`src/rtl/iic_frame_ctrl.sv`:
```
// iic_frame_ctrl
// IIC slave frame sequencer for an EEPROM-style interface. Runs on the bit
// clock (one rising edge per SCL bit). It tracks the byte position (command,
// address, data), counts bits 8..0 with 0 being the ack slot, and drives the
// memory read/write strobes.
//
// Build option: define IIC_ONE_BYTE_ADDR_EN for devices with a single address
// byte. The high address byte is then skipped, iic_mem_addr[15:8] reads 0 and
// read prefetch wraps at 8 bits.
module iic_frame_ctrl #(
    parameter logic [6:0] TCMD_ID   = 7'h7C,
    parameter int         PAGE_BITS = 5
) (
    input  logic        iic_clk_c,
    input  logic        iic_frm_rst_n,
    input  logic        iic_sda_in,
    input  logic        iic_start,
    input  logic        iic_stop,
    input  logic [6:0]  iic_dev_id,
    input  logic        iic_hwp_val,
    output logic [2:0]  iic_curr_state,
    output logic [3:0]  iic_bit_cnt,
    output logic        iic_bitcnt_is_0,
    output logic        iic_cmd_user_val,
    output logic        iic_tcmd_val,
    output logic [15:0] iic_mem_addr,
    output logic        iic_wr_en,
    output logic [7:0]  iic_wr_data,
    output logic        iic_rd_en
);

`ifdef IIC_ONE_BYTE_ADDR_EN
    localparam bit ONE_BYTE_ADDR = 1'b1;
`else
    localparam bit ONE_BYTE_ADDR = 1'b0;
`endif

    typedef enum logic [2:0] {
        ST_IDLE    = 3'b000,
        ST_CMD     = 3'b001,
        ST_ADDR_HB = 3'b010,
        ST_ADDR_LB = 3'b011,
        ST_DAT_RD  = 3'b100,
        ST_WAIT    = 3'b101,
        ST_BYTE_WR = 3'b110,
        ST_PAGE_WR = 3'b111
    } state_e;

    state_e      state_q;
    logic [3:0]  bit_cnt_q;
    // Only 7 bits are kept: the 8th bit of a byte is the live SDA sample.
    logic [6:0]  shift_q;
    logic        user_val_q;
    logic        tcmd_val_q;
    logic [15:0] mem_addr_q;
    logic        wr_en_q;
    logic [7:0]  wr_data_q;
    logic        rd_en_q;

    logic [7:0]  byte_w;
    logic        user_hit_w;
    logic        tcmd_hit_w;
    logic        busy_w;
    logic [15:0] rd_addr_inc_w;

    // Byte as it stands once the current bit is shifted in; complete at k=1.
    assign byte_w     = {shift_q, iic_sda_in};
    assign user_hit_w = (byte_w[7:1] == iic_dev_id);
    assign tcmd_hit_w = (byte_w[7:1] == TCMD_ID);
    // IDLE and WAIT ignore the bus until the next START.
    assign busy_w     = (state_q != ST_IDLE) && (state_q != ST_WAIT);

    // Sequential read address step; narrow devices wrap within one byte.
    always_comb begin
        rd_addr_inc_w = mem_addr_q + 16'd1;
        if (ONE_BYTE_ADDR) begin
            rd_addr_inc_w = {8'h00, mem_addr_q[7:0] + 8'd1};
        end
    end

    // Frame sequencer: state, bit counter, shift register, command decode,
    // address tracking and one-cycle strobes, all registered.
    always_ff @(posedge iic_clk_c or negedge iic_frm_rst_n) begin
        if (!iic_frm_rst_n) begin
            state_q    <= ST_IDLE;
            bit_cnt_q  <= 4'd8;
            shift_q    <= 7'd0;
            user_val_q <= 1'b0;
            tcmd_val_q <= 1'b0;
            mem_addr_q <= 16'd0;
            wr_en_q    <= 1'b0;
            wr_data_q  <= 8'd0;
            rd_en_q    <= 1'b0;
        end else begin
            // Strobes live for exactly the ack-slot cycle.
            wr_en_q <= 1'b0;
            rd_en_q <= 1'b0;
            if (iic_start) begin
                // The START edge already samples command bit 7.
                state_q    <= ST_CMD;
                bit_cnt_q  <= 4'd7;
                shift_q    <= {6'd0, iic_sda_in};
                user_val_q <= 1'b0;
                tcmd_val_q <= 1'b0;
            end else if (iic_stop) begin
                state_q    <= ST_IDLE;
                bit_cnt_q  <= 4'd8;
                user_val_q <= 1'b0;
                tcmd_val_q <= 1'b0;
            end else if (busy_w) begin
                if (bit_cnt_q != 4'd0) begin
                    shift_q   <= byte_w[6:0];
                    bit_cnt_q <= bit_cnt_q - 4'd1;
                    if (bit_cnt_q == 4'd1) begin
                        // Last data bit: the full byte is on byte_w.
                        case (state_q)
                            ST_CMD: begin
                                user_val_q <= user_hit_w;
                                tcmd_val_q <= tcmd_hit_w;
                                // Read command: fetch the current address now.
                                rd_en_q    <= (user_hit_w | tcmd_hit_w) & byte_w[0];
                            end
                            ST_ADDR_HB: begin
                                if (!ONE_BYTE_ADDR) begin
                                    mem_addr_q[15:8] <= byte_w;
                                end
                            end
                            ST_ADDR_LB: begin
                                mem_addr_q[7:0] <= byte_w;
                            end
                            ST_BYTE_WR, ST_PAGE_WR: begin
                                wr_data_q <= byte_w;
                                wr_en_q   <= ~iic_hwp_val;
                            end
                            ST_DAT_RD: begin
                                // Prefetch the next byte while the master acks.
                                mem_addr_q <= rd_addr_inc_w;
                                rd_en_q    <= 1'b1;
                            end
                            default: ;
                        endcase
                    end
                end else begin
                    // Ack slot: resolve where the frame goes next.
                    bit_cnt_q <= 4'd8;
                    case (state_q)
                        ST_CMD: begin
                            // shift_q[0] now holds the R/W bit.
                            if (!(user_val_q | tcmd_val_q)) begin
                                state_q <= ST_WAIT;
                            end else if (shift_q[0]) begin
                                state_q <= ST_DAT_RD;
                            end else if (ONE_BYTE_ADDR) begin
                                state_q <= ST_ADDR_LB;
                            end else begin
                                state_q <= ST_ADDR_HB;
                            end
                        end
                        ST_ADDR_HB: state_q <= ST_ADDR_LB;
                        ST_ADDR_LB: state_q <= ST_BYTE_WR;
                        ST_BYTE_WR, ST_PAGE_WR: begin
                            // Page roll-over: only the in-page bits advance.
                            mem_addr_q[PAGE_BITS-1:0] <=
                                mem_addr_q[PAGE_BITS-1:0] + PAGE_BITS'(1);
                            state_q <= ST_PAGE_WR;
                        end
                        ST_DAT_RD: begin
                            // Master NACK ends the read burst.
                            state_q <= iic_sda_in ? ST_WAIT : ST_DAT_RD;
                        end
                        default: state_q <= ST_IDLE;
                    endcase
                end
            end
        end
    end

    assign iic_curr_state   = state_q;
    assign iic_bit_cnt      = bit_cnt_q;
    assign iic_bitcnt_is_0  = (bit_cnt_q == 4'd0);
    assign iic_cmd_user_val = user_val_q;
    assign iic_tcmd_val     = tcmd_val_q;
    assign iic_mem_addr     = ONE_BYTE_ADDR ? {8'h00, mem_addr_q[7:0]} : mem_addr_q;
    assign iic_wr_en        = wr_en_q;
    assign iic_wr_data      = wr_data_q;
    assign iic_rd_en        = rd_en_q;

endmodule
```
`config.mk`:
```
export PLATFORM = sky130hd
export DESIGN_NAME = iic_frame_ctrl
export DESIGN_NICKNAME = d
export VERILOG_FILES = /design/src/rtl/iic_frame_ctrl.sv
export SDC_FILE = /design/constraint.sdc
export NUM_CORES = 1
export LEC_CHECK = 0
export BUFFER_PORTS_ARGS = -buffer_cell sky130_fd_sc_hd__buf_2
export CAP_MARGIN = 10
export CORE_MARGIN = 3
export CORE_UTILIZATION = 55
export CTS_BUF_LIST = sky130_fd_sc_hd__clkbuf_2 sky130_fd_sc_hd__clkbuf_4 sky130_fd_sc_hd__clkbuf_8
export DETAILED_ROUTE_END_ITERATION = 10
export HOLD_SLACK_MARGIN = 0.12
export PLACE_DENSITY = 0.82
export SYNTH_ARGS = -nofsm -noshare
export SYNTH_HDL_FRONTEND = slang
export SYNTH_SLANG_ARGS = --single-unit
```
`constraint.sdc`:
```
create_clock -name iic_clk_c -period 4.4 [get_ports iic_clk_c]
set_input_delay 0.88 -clock iic_clk_c [delete_from_list [all_inputs] [get_ports iic_clk_c]]
set_output_delay 0.88 -clock iic_clk_c [all_outputs]
set_load 0.02 [all_outputs]
```
==> flow_metrics.env <==
export IMPL_outcome="complete, no violations"
export IMPL_fin_ws_ns=1.37
export IMPL_via_per_inst=6.38
export IMPL_synth_enable_flop_cells=0
export IMPL_worstSetupPathType="reg2out"
export IMPL_placed_area_um2=2690
export IMPL_ctsResizeCount=0
export IMPL_netlist_instances=257
export IMPL_min_period_ns=3.03
export IMPL_cp_startpoint="iic_bit_cnt[0]"
export IMPL_rows=23
export IMPL_die_h_um=73.4
export IMPL_ys_async_sr_fraction_pct=100
export IMPL_worst_slew_pin_transition_ns=0.938
export IMPL_synth_top_cell_by_area="dfrtp_1"
export IMPL_fin_crit_sh_pct=68.9
export IMPL_grt_max_degree=43
export IMPL_htree_levels=2
export IMPL_cts_root_buf="clkbuf_8"
export IMPL_diodes=0
export IMPL_die_area_um2=5390
export IMPL_cp_end_kind="output port"
export IMPL_synth_area_top_cells="dfrtp_1, mux2_2, a21oi_1"
export IMPL_drive_above_1_share_pct=28.2
export IMPL_synthFlopType="dfrtp_1"
export IMPL_p_per_area_nw_per_um2=311
export IMPL_core_um2=4200
export IMPL_grt_ovfl_total=0
export IMPL_r2r_end="shift_q[0]"
export IMPL_cts_hold_buf=0
export IMPL_setup_viol=0
export IMPL_dr_pass1_iters=4
export IMPL_area_delta_synth_final_pct=13.2
export IMPL_cp_cell_sequence="inv_1 -> ha_1 -> or3b_2 -> inv_1 -> buf_2"
export IMPL_fin_cells=341
export IMPL_grt_use_total_pct=23.4
export IMPL_cts_path_max_buffers=2
export IMPL_cts_made_buffers=5
export IMPL_dp_slack_ns=1.59
export IMPL_drc=0
export IMPL_antenna_found_initial=0
export IMPL_seq_area_frac_synth_pct=42.1
export IMPL_nNetsFinal=307
export IMPL_worst_ep_arrival_time_ns=2.15
export IMPL_peakVddDrop_mv=0.246
export IMPL_insertion_delay_ns=0.29
export IMPL_dp_hpwl_mm=4.10
export IMPL_drtAntennaViolNets=0
export IMPL_yosys_top_cells_count="dfrtp_1, a21oi_1, clkbuf_1, nand2_1"
export IMPL_final_area_um2=2830
export IMPL_max_freq_mhz=330
export IMPL_hold_violations=0
export IMPL_critical_path_slowest_cell="or3b_2"
export IMPL_synth_seq_cells=42
export IMPL_rr_startpoint="iic_bit_cnt[0]"
export IMPL_finalSetupTns_ns=0
export IMPL_cp_common_cell="inv_1"
export IMPL_r2r_slack_ns=1.97
export IMPL_yosysWarnings=0
export IMPL_grt_pass1_vias=2038
export IMPL_path_clk_slew_ns=0.08
export IMPL_report_final_slew_viol_count=0
export IMPL_start_util_pct=59.5
export IMPL_cts_tree="done"
export IMPL_cts_sinks=42
export IMPL_critical_path_peak_fanout=11
export IMPL_slowest_delay_ns=0.54
export IMPL_avgSynthCellArea_um2=9.73
export IMPL_wl_per_cell_um=17.5
export IMPL_nFillCells=323
export IMPL_finalClockSkew_ns=0.0101
export IMPL_die_x_um=73.4
export IMPL_hold_path_class="reg2reg"
export IMPL_drt_iter0_markers=278
export IMPL_power_leakage_uw=0.00132
export IMPL_rsz0062_at_grt="no"
export IMPL_synth_area_um2=2500
export IMPL_drt_total_wl_mm=5.95
export IMPL_cp_endpoint="iic_bitcnt_is_0"
export IMPL_io_buffers=48
export IMPL_synth_cell_types=62
export IMPL_required_ns=3.52
export IMPL_cts_setup_buffers=0
export IMPL_vias=2177
export IMPL_max_cap_violations=0
export IMPL_synth_top_area_share_pct=41.0
export IMPL_ff2ff_path_depth=6
export IMPL_yosysMostFrequentCell="dfrtp_1"
export IMPL_grt_pass1_wl_mm=9.91
export IMPL_pin_count=49
export IMPL_place_gp_congestion=0.818
export IMPL_synth_nets=274
export IMPL_cp_start_kind="register"
export IMPL_dp_cells=333
export IMPL_relSlewSlack_pct=37.4
[logic make-up after synthesis]
family	synth area share [%]
buf+inv	5.80
xor+xnor	2.80
compound gates	22.6
simple gates	19.1
mux	5.65
flops	42.1
fa+ha+maj	2.00
[routing by layer]
layer | track usage [%] | wire, µm | vias to the layer above
li1 | - | - | 1037
met1 | 33.9 | 2720 | 1049
met2 | 36.3 | 2780 | 87
met3 | 4.51 | 420 | 4
met4 | 5.63 | 28 | 0
met5 | 0 | 0 | -
[stage by stage]
stage          utilization (%)  hold slack, ns  total power (µW)
6_report                  67.4           0.514               881
3_5_place_dp              64.1           0.490               522
5_1_grt                   67.4           0.536               915
2_1_floorplan                -           0.542               485
3_3_place_gp              64.1           0.489               520
4_1_cts                   67.4           0.515               890
[flip-flops by register name, indices dropped and copies added (netlist names)]
| signal | cells |
|---|---|
| iic_mem_addr | 16 |
| iic_wr_data | 8 |
| shift_q | 7 |
| iic_bit_cnt | 4 |
| iic_curr_state | 3 |
| iic_cmd_user_val | 1 |
| iic_rd_en | 1 |
| iic_tcmd_val | 1 |
| iic_wr_en | 1 |
[worst max-delay path: cells and delay by family (launching register included)]
kind	cells	cell delay (ns)
flops	1	0.43
buf+inv	3	0.66
simple gates	1	0.54
fa+ha+maj	1	0.23
[report_power, final]
part | total (µW) | internal, µW | switching (µW) | leakage (µW)
Sequential | 421 | 398 | 23.1 | 0.000556
Combinational | 93.1 | 36.8 | 56.4 | 0.000695
Clock | 367 | 227 | 139 | 0.0000683
Total | 881 | 662 | 219 | 0.00132
[area by class of cell]
type,instances,area [µm²],share of cell area (%)
multi-input cells,186,1310,46.2
flip-flops and latches,42,1050,37.2
repair buffers,49,248,8.75
clock buffers,5,68.8,2.43
clock inverters,3,68.8,2.43
well taps,50,62.6,2.21
inverters,6,22.5,0.795
[worst min-delay path by stage]
stage / depth (start not counted) / end / from / slack (ns)
3_3_place_gp: 1 / iic_wr_data[0] / iic_wr_data[0] / 0.49
4_1_cts: 1 / iic_wr_data[5] / iic_wr_data[5] / 0.52
6_report: 1 / iic_wr_data[5] / iic_wr_data[5] / 0.51
3_5_place_dp: 1 / iic_wr_data[6] / iic_wr_data[6] / 0.49
5_1_grt: 1 / iic_wr_data[5] / iic_wr_data[5] / 0.54
2_1_floorplan: 1 / shift_q[6] / shift_q[6] / 0.54
[placed cells by master (no fill, tap or decap), types with 2 or more instances in the layout]
master     count
mux2i_1        4
nand2b_1       3
a22oi_1        2
a21oi_1       15
and4_1         2
nand2_1       14
o22ai_1        7
nor3_1        11
a22o_1         8
xnor2_1        5
bufinv_16      2
nand4_1        8
a21oi_2        4
o32ai_1        2
mux2_2         9
buf_2         48
nor2b_1        3
nor2_1        10
o31a_1         2
clkbuf_8       5
o31ai_1        2
nor4_1         4
o21ai_0       11
ha_1           4
xor2_1         3
o22a_2         2
or3_1          3
and3_1         5
a31oi_1        5
dfrtp_1       41
a2bb2oi_1      6
nand3_1        7
inv_1          6
Power figures use the tool's default switching activity.
